### src/rtl/token_engine_pkg.sv
// Shared types and defaults for the token-engine sequencing blocks.
// Holds the scheduler state enum, the layer type enum and array sizing defaults.
package token_engine_pkg;

    localparam int NUM_COL_DEF  = 32;
    localparam int PIPE_LAT_DEF = 4;

    typedef enum logic [2:0] {
        IDLE        = 3'd0,
        PREHEAT     = 3'd1,
        NORMAL_LOOP = 3'd2,
        DRAIN       = 3'd3,
        DONE        = 3'd4
    } tsched_state_e;

    typedef enum logic [1:0] {
        PW  = 2'd0,
        DW  = 2'd1,
        STD = 2'd2,
        LIN = 2'd3
    } layer_type_e;

endpackage

### src/rtl/token_push_delay.sv
// Fixed-depth delay line for normal-loop fire bits; the tail bit drives the opsum push
// and all_zero tells the scheduler that no push is still in flight.
module token_push_delay
    import token_engine_pkg::*;
#(
    parameter int DEPTH = PIPE_LAT_DEF
) (
    input  logic clk,
    input  logic srst,
    input  logic din,
    output logic dout,
    output logic all_zero
);

    logic [DEPTH-1:0] stage_reg;

    always_ff @(posedge clk) begin
        if (srst) begin
            stage_reg <= '0;
        end else begin
            stage_reg[0] <= din;
            for (int i = DEPTH - 1; i > 0; i--) begin
                stage_reg[i] <= stage_reg[i-1];
            end
        end
    end

    assign dout     = stage_reg[DEPTH-1];
    assign all_zero = ~|stage_reg;

endmodule

### src/rtl/token_pop_scheduler.sv
// Tile sequencer (IDLE/PREHEAT/NORMAL_LOOP/DRAIN/DONE) issuing per-column FIFO pops and delayed pushes.
// Optional stall_cycles_o performance counter when TOKEN_SCHED_PERF_EN is defined.
module token_pop_scheduler
    import token_engine_pkg::*;
#(
    parameter int NUM_COL  = NUM_COL_DEF,
    parameter int PIPE_LAT = PIPE_LAT_DEF,
    parameter int LEN_W    = 16
) (
    input  logic               clk,
    input  logic               rst,
    input  logic               start_i,
    input  logic [1:0]         layer_type_i,
    input  logic               accumulate_i,
    input  logic [5:0]         num_cols_i,
    input  logic [LEN_W-1:0]   tile_len_i,
    input  logic [NUM_COL-1:0] ifmap_fifo_empty_matrix_i,
    input  logic [NUM_COL-1:0] ipsum_fifo_empty_matrix_i,
    input  logic [NUM_COL-1:0] opsum_fifo_afull_matrix_i,
    output logic               preheat_state_o,
    output logic               normal_loop_state_o,
    output logic [NUM_COL-1:0] ifmap_fifo_pop_matrix_o,
    output logic [NUM_COL-1:0] ipsum_fifo_pop_matrix_o,
    output logic [NUM_COL-1:0] ipsum_fifo_push_matrix_o,
    output logic               busy_o,
    output logic               done_o
`ifdef TOKEN_SCHED_PERF_EN
    ,
    output logic [31:0]        stall_cycles_o
`endif
);

    localparam logic [5:0] NUM_COL_N = 6'(NUM_COL);

    tsched_state_e      state_reg, state_next;
    layer_type_e        layer_type_reg;
    logic               acc_reg;
    logic [NUM_COL-1:0] col_mask_reg, col_mask_start;
    logic [5:0]         n_eff, last_col_reg;
    logic [5:0]         k_reg, k_next;
    logic [LEN_W-1:0]   tile_len_reg, tok_reg, tok_next;
    logic               capture, fire, fire_ok;
    logic [NUM_COL-1:0] preheat_pop, ifmap_ok, ipsum_ok, opsum_ok;
    logic               push_tail, pipe_zero;
    logic               unused_cfg;

    // Column count of 0 or beyond the array width means the full array.
    assign n_eff = (num_cols_i == 6'd0 || num_cols_i > NUM_COL_N) ? NUM_COL_N : num_cols_i;

    genvar gi;
    generate
        for (gi = 0; gi < NUM_COL; gi++) begin : g_col
            assign col_mask_start[gi] = (6'(gi) < n_eff);
            assign preheat_pop[gi]    = (k_reg == 6'(gi)) && !ifmap_fifo_empty_matrix_i[gi];
            assign ifmap_ok[gi]       = !col_mask_reg[gi] || !ifmap_fifo_empty_matrix_i[gi];
            assign ipsum_ok[gi]       = !col_mask_reg[gi] || !ipsum_fifo_empty_matrix_i[gi];
            assign opsum_ok[gi]       = !col_mask_reg[gi] || !opsum_fifo_afull_matrix_i[gi];
        end
    endgenerate

    assign fire_ok = (&ifmap_ok) && (!acc_reg || (&ipsum_ok)) && (&opsum_ok);

    always_comb begin
        state_next              = state_reg;
        k_next                  = k_reg;
        tok_next                = tok_reg;
        capture                 = 1'b0;
        fire                    = 1'b0;
        ifmap_fifo_pop_matrix_o = '0;
        ipsum_fifo_pop_matrix_o = '0;
        case (state_reg)
            IDLE: begin
                if (start_i) begin
                    capture    = 1'b1;
                    state_next = PREHEAT;
                end
            end
            PREHEAT: begin
                // Skew fill: one column per pop, only when that column has data.
                ifmap_fifo_pop_matrix_o = preheat_pop;
                if (|preheat_pop) begin
                    if (k_reg == last_col_reg) begin
                        state_next = (tile_len_reg == '0) ? DRAIN : NORMAL_LOOP;
                    end else begin
                        k_next = k_reg + 6'd1;
                    end
                end
            end
            NORMAL_LOOP: begin
                if (fire_ok) begin
                    fire                    = 1'b1;
                    ifmap_fifo_pop_matrix_o = col_mask_reg;
                    ipsum_fifo_pop_matrix_o = acc_reg ? col_mask_reg : '0;
                    tok_next                = tok_reg + LEN_W'(1);
                    if (tok_next == tile_len_reg) begin
                        state_next = DRAIN;
                    end
                end
            end
            DRAIN: begin
                if (pipe_zero) begin
                    state_next = DONE;
                end
            end
            DONE: begin
                state_next = IDLE;
            end
            default: begin
                state_next = IDLE;
            end
        endcase
    end

    always_ff @(posedge clk) begin
        if (rst) begin
            state_reg      <= IDLE;
            layer_type_reg <= PW;
            acc_reg        <= 1'b0;
            col_mask_reg   <= '0;
            last_col_reg   <= '0;
            tile_len_reg   <= '0;
            k_reg          <= '0;
            tok_reg        <= '0;
        end else begin
            state_reg <= state_next;
            k_reg     <= k_next;
            tok_reg   <= tok_next;
            if (capture) begin
                layer_type_reg <= layer_type_e'(layer_type_i);
                acc_reg        <= accumulate_i;
                col_mask_reg   <= col_mask_start;
                last_col_reg   <= n_eff - 6'd1;
                tile_len_reg   <= tile_len_i;
                k_reg          <= '0;
                tok_reg        <= '0;
            end
        end
    end

    // Layer type is held only for the downstream controller; sequencing ignores it.
    assign unused_cfg = ^layer_type_reg;

    token_push_delay #(
        .DEPTH (PIPE_LAT)
    ) u_push_delay (
        .clk      (clk),
        .srst     (rst),
        .din      (fire),
        .dout     (push_tail),
        .all_zero (pipe_zero)
    );

    assign ipsum_fifo_push_matrix_o = push_tail ? col_mask_reg : '0;
    assign preheat_state_o          = (state_reg == PREHEAT);
    assign normal_loop_state_o      = (state_reg == NORMAL_LOOP);
    assign busy_o                   = (state_reg != IDLE);
    assign done_o                   = (state_reg == DONE);

`ifdef TOKEN_SCHED_PERF_EN
    logic [31:0] stall_cnt_reg;

    always_ff @(posedge clk) begin
        if (rst || capture) begin
            stall_cnt_reg <= '0;
        end else if (state_reg == NORMAL_LOOP && !fire && stall_cnt_reg != 32'hFFFF_FFFF) begin
            stall_cnt_reg <= stall_cnt_reg + 32'd1;
        end
    end

    assign stall_cycles_o = stall_cnt_reg;
`endif

endmodule

### config.mk
export PLATFORM = sky130hd
export DESIGN_NAME = token_pop_scheduler
export DESIGN_NICKNAME = d
export VERILOG_FILES = /design/src/rtl/token_engine_pkg.sv /design/src/rtl/token_push_delay.sv /design/src/rtl/token_pop_scheduler.sv
export SDC_FILE = /design/constraint.sdc
export NUM_CORES = 1
export LEC_CHECK = 0
export CAP_MARGIN = 25
export CORE_AREA = 2 2 116 118
export DETAILED_ROUTE_END_ITERATION = 7
export DIE_AREA = 0 0 118 120
export HOLD_SLACK_MARGIN = 0.03
export PLACE_DENSITY = 0.81
export SETUP_SLACK_MARGIN = 0.15
export SLEW_MARGIN = 20
export SYNTH_ARGS = -nofsm -noshare
export SYNTH_HDL_FRONTEND = slang
export SYNTH_SLANG_ARGS = --single-unit
### constraint.sdc
create_clock -name clk -period 2.6 [get_ports clk]
set_clock_uncertainty 0.15 [all_clocks]
set_input_delay 0.26 -clock clk [delete_from_list [all_inputs] [get_ports clk]]
set_output_delay 0.26 -clock clk [all_outputs]
set_load 0.01 [all_outputs]
==> impl_metrics.yaml, run 1 <==
sta:
  slew_viol_final: 0
  slew_headroom: 0.517
  rsz0062_at_grt: "yes"
  setup_viol: 70
  worst_pin_slew_ps: 723
  finalWorstSetupSlack_ps: -507
  layout_min_cycle_time_ps: 3110
  hold_viol: 0
  timing.final.crit_share: 1.20
  fmax_ghz: 0.322
  setup-tns-final_ps: -29250
setup_path:
  r2r_cells: 13
  worstSetupStartpointType: "primary input"
  cp_max_fo: 4
  required_ps: 2190
  cp_common_cell: "nand4_1"
  crit_slowest_cell: "clkdlybuf4s50_1"
  r2r_end: "tok_reg[10]$_SDFFE_PP0P_"
  cp.arrival_ps: 2700
  cp-end-kind: "primary output"
  critPathTopFamily: "buffers and inverters"
  timing.rr.start: "col_mask_reg[22]$_SDFFE_PP0P_"
  cpPeakStageDelay_ps: 570
  r2r_slack_ps: -150
  path_class: "primary input to primary output"
  critPathBufInv: 5
  path_cells: "clkdlybuf4s50_1 -> a22oi_2 -> nand4_1 -> nor4_4 -> nand4_1 -> nor2_4 -> buf_6 -> buf_12 -> clkbuf_16 -> nand2_4 -> o31ai_4 -> buf_2"
clock_network:
  clock-root-buffer: "clkbuf_16"
  cts_sinks: 84
  cts_tree: "built"
  cts_max_path_buffers: 2
  clk_latency_ps: 340
  path_clk_slew_ps: 60
  htreeDepth: 3
  cts-hold-fix-buffers: 0
  cts_buffers: 9
final_layout:
  largest_reg_flops: 32
  syn2layout_area_growth_pct: 79.7
  drive_above_1_share: 0.337
  fill_cells: 895
  seqCellArea_mm2: 0.00172
  final_cells: 1275
  nets: 1225
  final_util: 0.782
  multiInputGateArea_mm2: 0.00444
route:
  wire_per_inst_um: 24.0
  drc: 0
  via_count: 7916
  antenna_left: 0
  firstDrtPassIters: 6
  wirelength_mm: 30.7
  drt_iter0_markers: 1019
  avgViaCountPerCell: 6.21
pwr:
  power_leakage_nw: 4.46
  ir_drop_mv: 0.579
  power_mw: 6.08
  power.density_mw_per_mm2: 599
synth:
  synth_nets: 896
  ys.flop_type: "dfxtp_1"
  synth_cell_type_count: 60
  async_flop_share: 0
  yosysWarnings: 0
  syn_avg_cell_area_um2: 7.39
  synth-xor-area-share: 0.0667
  yosysSeqAreaShare: 0.298
  syn_inst: 764
  yosysMostFrequentCell: "nand2_1"
  ys_ff_latch: 84
  synth_common_cells: "nand2_1, dfxtp_1, nor2_1, and3_1"
  synth_top_family_by_area: "simple AND/OR/NAND/NOR gates"
  muxShareOfSynthArea: 0.0275
  synth_edf_count: 0
  synth_compound_area_frac: 0.205
  yosys.area_share.simple: 0.336
  synth_top_area_cell: "dfxtp_1"
  synthAdderAreaFrac: 0.0177
  synth_top_area_frac: 0.298
  yosys-top-cells-area: "dfxtp_1, nand2_1, a22oi_1"
  syn_area_mm2: 0.00565
worst_hold_path:
  hp-start: "tile_len_i[4]"
  hp-class: "primary input to flip-flop"
  hold_depth: 3
  hold_end: "tile_len_reg[4]$_SDFFE_PP0P_"
floorplan:
  dieArea_mm2: 0.0142
  core-area_mm2: 0.0130
  num_rows: 42
  die_y_um: 120
  pin_count: 224
  die_w_um: 118
  initial_core_util: 0.435
global_routing:
  grt-ovfl-total: 0
  grt_pass1_wl_mm: 44.1
  antenna_found_initial: 2
  grt_max_degree: 34
  grt_pass1_vias: 7420
  grtUsageTotal: 0.406
placement:
  io_buffers: 221
  place_inst: 1235
  gp_congestion: 1.10
  dp.final_hpwl_mm: 22.2
  dpl_worst_slack_ps: -909
run_status:
  violations: "setup timing"
  status: "complete, but fails checks"
job:
  maxCapViolations: 0
## area by class of cell
cell class,count,share of cell area
timing repair buffer,366,0.331
tap,176,0.0217
clock buffer,10,0.0235
sequential,84,0.170
inverter,20,0.00740
antenna,1,0.000247
multi-input combinational,612,0.437
clock inverter,6,0.00863
## worst max path at each step
stage                     depth (start not counted)                          end                     startpoint
after global placement                           10  ifmap_fifo_pop_matrix_o[22]   opsum_fifo_afull_matrix_i[9]
final                                            12  ifmap_fifo_pop_matrix_o[29]   ifmap_fifo_empty_matrix_i[3]
after global routing                             12  ifmap_fifo_pop_matrix_o[29]  col_mask_reg[22]$_SDFFE_PP0P_
after CTS                                        12   ifmap_fifo_pop_matrix_o[5]  col_mask_reg[22]$_SDFFE_PP0P_
after detailed placement                         10  ifmap_fifo_pop_matrix_o[23]   ifmap_fifo_empty_matrix_i[7]
after floorplan                                   8   ifmap_fifo_pop_matrix_o[0]   col_mask_reg[3]$_SDFFE_PP0P_
## layout by cell type (no fill, tap or decap), types with 14 or more instances in the layout
| cell type | Yosys | routed |
|---|---|---|
| nand2b_1 | 15 | 14 |
| buf_2 | 5 | 50 |
| o21ai_0 | 24 | 19 |
| inv_1 | 19 | 18 |
| a22oi_1 | 36 | 26 |
| buf_4 | 1 | 116 |
| nor2_1 | 60 | 57 |
| nand2_1 | 127 | 94 |
| nor3_1 | 35 | 27 |
| a21oi_1 | 32 | 29 |
| nand4_1 | 20 | 20 |
| xor2_1 | 14 | 14 |
| and2_1 | 34 | 34 |
| dfxtp_1 | 84 | 66 |
| nand2_4 | 0 | 20 |
| clkdlybuf4s50_1 | 0 | 148 |
| and3_1 | 38 | 26 |
| o31ai_2 | 0 | 14 |
| xnor2_1 | 29 | 29 |
| buf_6 | 2 | 28 |
## routing by layer
metal | share of wire | wire length [µm] | global-route usage
met5 | 0 | 0 | 0
met4 | 0.061 | 1880 | 0.204
met3 | 0.11 | 3290 | 0.112
met2 | 0.45 | 13800 | 0.663
met1 | 0.38 | 11600 | 0.490
## what timing repair did
item | in CTS | in global routing
setup buffers | 6 | 9
gates resized for setup | 361 | 153
cloned | 4 | 4
endpoints found under the setup margin | 88 | 87
pin swaps | 15 | 34
## worst reg2reg max path: stages, from the launching register on
cell and delay (ps):
dfxtp_4 380, buf_4 140, a22oi_2 150, nand4_1 160, nor4_4 370, nand4_1 240, nor2_4 160, buf_6 130
buf_12 150, buf_12 140, buf_6 100, buf_8 120, a21oi_2 50, a31o_2 200
## stage by stage
stage | hold slack [ps] | instance area (µm²)
2_1_floorplan | 214 | 5650
3_5_place_dp | 314 | 8820
3_3_place_gp | 292 | 8820
4_1_cts | 305 | 9310
6_report | 311 | 10100
5_1_grt | 338 | 10100
## power by group
part | total [mW] | leakage (nW) | internal [mW] | switching [mW]
Sequential | 1.85 | 0.697 | 1.55 | 0.295
Combinational | 2.84 | 3.60 | 1.19 | 1.64
Clock | 1.39 | 0.162 | 0.867 | 0.523
## cell families after synthesis
| group | count (synthesis) |
|---|---|
| AOI/OAI and AO/OA | 168 |
| muxes | 11 |
| buffers and inverters | 68 |
| and+or+nand+nor | 382 |
| xor gates and xnor gates | 43 |
| DFF | 84 |
| adders and majority gates | 8 |
Power figures use the tool's default switching activity.
==> run 2, diff against run 1 <==
RECOVER_POWER = 25   (was unset)
SKIP_LAST_GASP = 1   (was unset)
==> impl_metrics.yaml, run 2 (synthesis gave the netlist of run 1 again) <==
sta:
  worst_pin_slew_ps: 1160
  setup-tns-final_ps: -25150
  setup_viol: 70
  finalWorstSetupSlack_ps: -451
  timing.final.crit_share: 1.17
  layout_min_cycle_time_ps: 3050
  hold_viol: 0
  rsz0062_at_grt: "yes"
  slew_viol_final: 0
  fmax_ghz: 0.328
  hold_ws_ps: 312
  slew_headroom: 0.226
clock_network:
  cts_buffers: 9
  clk_latency_ps: 340
  cts_max_path_buffers: 2
  htreeDepth: 3
  clock-root-buffer: "clkbuf_16"
  path_clk_slew_ps: 60
  cts_sinks: 84
  cts_tree: "built"
run_status:
  status: "complete, but fails checks"
  violations: "setup timing"
setup_path:
  required_ps: 2190
  cp.arrival_ps: 2640
  worstSetupStartpointType: "primary input"
  path_class: "primary input to primary output"
  cp_max_fo: 5
  cp-end-kind: "primary output"
route:
  drt_iter0_markers: 1126
  wirelength_mm: 30.5
  avgViaCountPerCell: 6.16
  via_count: 7833
  firstDrtPassIters: 6
  antenna_left: 0
  wire_per_inst_um: 24.0
  drc: 0
pwr:
  ir_drop_mv: 0.586
  power_mw: 6.06
  power_leakage_nw: 4.26
  power.density_mw_per_mm2: 603
global_routing:
  grt_pass1_wl_mm: 44.2
  grt_max_degree: 34
  grt.busiest_layer: "met2"
  grt-ovfl-total: 0
  use_met2: 0.661
  use_met3: 0.105
  met1_usage: 0.497
  grtUsageTotal: 0.407
  antenna_found_initial: 2
  grt_pass1_vias: 7436
floorplan:
  core-area_mm2: 0.0130
  num_rows: 42
  dieArea_mm2: 0.0142
  pin_count: 224
  initial_core_util: 0.435
  die_w_um: 118
  die_y_um: 120
final_layout:
  final_cell_mix: "clkdlybuf4s50_1, buf_4, nand2_1"
  largest_reg_flops: 32
  nets: 1222
  syn2layout_area_growth_pct: 77.9
  drive_above_1_share: 0.326
  layout_commonest_cell: "clkdlybuf4s50_1"
  final_cells: 1272
worst_hold_path:
  hp-class: "primary input to flip-flop"
placement:
  gp_congestion: 1.10
  io_buffers: 221
  dp.final_hpwl_mm: 22.2
  place_inst: 1235
  dpl_worst_slack_ps: -909
job:
  maxCapViolations: 0
run 2: cell types whose count changed in the layout (fill, tap and decap cells not counted), moves of 3 or more:
cell,before,now
o31ai_2,14,19
nand2_1,94,100
clkdlybuf4s15_2,0,16
buf_4,116,112
clkbuf_1,0,3
nand2_2,12,16
o31ai_4,11,6
nand2_4,20,10
dfxtp_2,10,13
buf_6,28,23
buf_2,50,37
run 2: final cells by class:
cell class	instances	area, µm²
inverter	20	75.1
tap	176	220
timing repair buffer	363	3380
sequential	84	1720
fill	912	2930
clock buffer	10	239
multi-input combinational	612	4310
antenna	1	2.50
clock inverter	6	87.6
run 2: power by group:
part / internal (mW) / switching [mW] / leakage [nW]
clock: 0.867 / 0.522 / 0.162
combinational: 1.19 / 1.63 / 3.40
sequential: 1.56 / 0.298 / 0.697
total: 3.61 / 2.45 / 4.26
run 2: per-layer routing:
layer  vias to the layer above  share of wire
li1                       3397              -
met1                      3644           0.38
met2                       632           0.46
met3                       158           0.11
met4                         2          0.058
met5                         -        0.00043
run 2: worst paths after layout:
kind / start / to / slack [ps] / depth (start not counted)
max: ifmap_fifo_empty_matrix_i[25] / ifmap_fifo_pop_matrix_o[28] / -450 / 12
min: tile_len_i[4] / tile_len_reg[4]$_SDFFE_PP0P_ / 310 / 3
max reg2reg: col_mask_reg[25]$_SDFFE_PP0P_ / tok_reg[10]$_SDFFE_PP0P_ / -100 / 13
min reg2reg: u_push_delay.stage_reg[2]$_SDFF_PP0_ / u_push_delay.stage_reg[3]$_SDFF_PP0_ / 320 / 1
run 2: critical path, cell delays in order:
cell	delay, ps
clkdlybuf4s50_1	460
o21ai_0	250
nand4_1	230
nor4_4	320
nand4_1	230
nor2_4	160
buf_6	130
buf_12	140
buf_16	120
nand2_1	70
o31ai_2	70
buf_2	200
run 2: stage by stage:
step	cell area, µm²	util
6_report	10000	0.774
5_1_grt	10000	0.774
4_1_cts	9410	0.725
3_3_place_gp	8820	0.680
2_1_floorplan	5650	-
3_5_place_dp	8820	0.680
run 2: timing repair:
action,4_1_cts,5_1_grt
cloned,4,3
buffers inserted,6,7
gates resized for setup,332,138
hold buffers,0,0
pin swaps,15,30
endpoints found under the setup margin,88,87
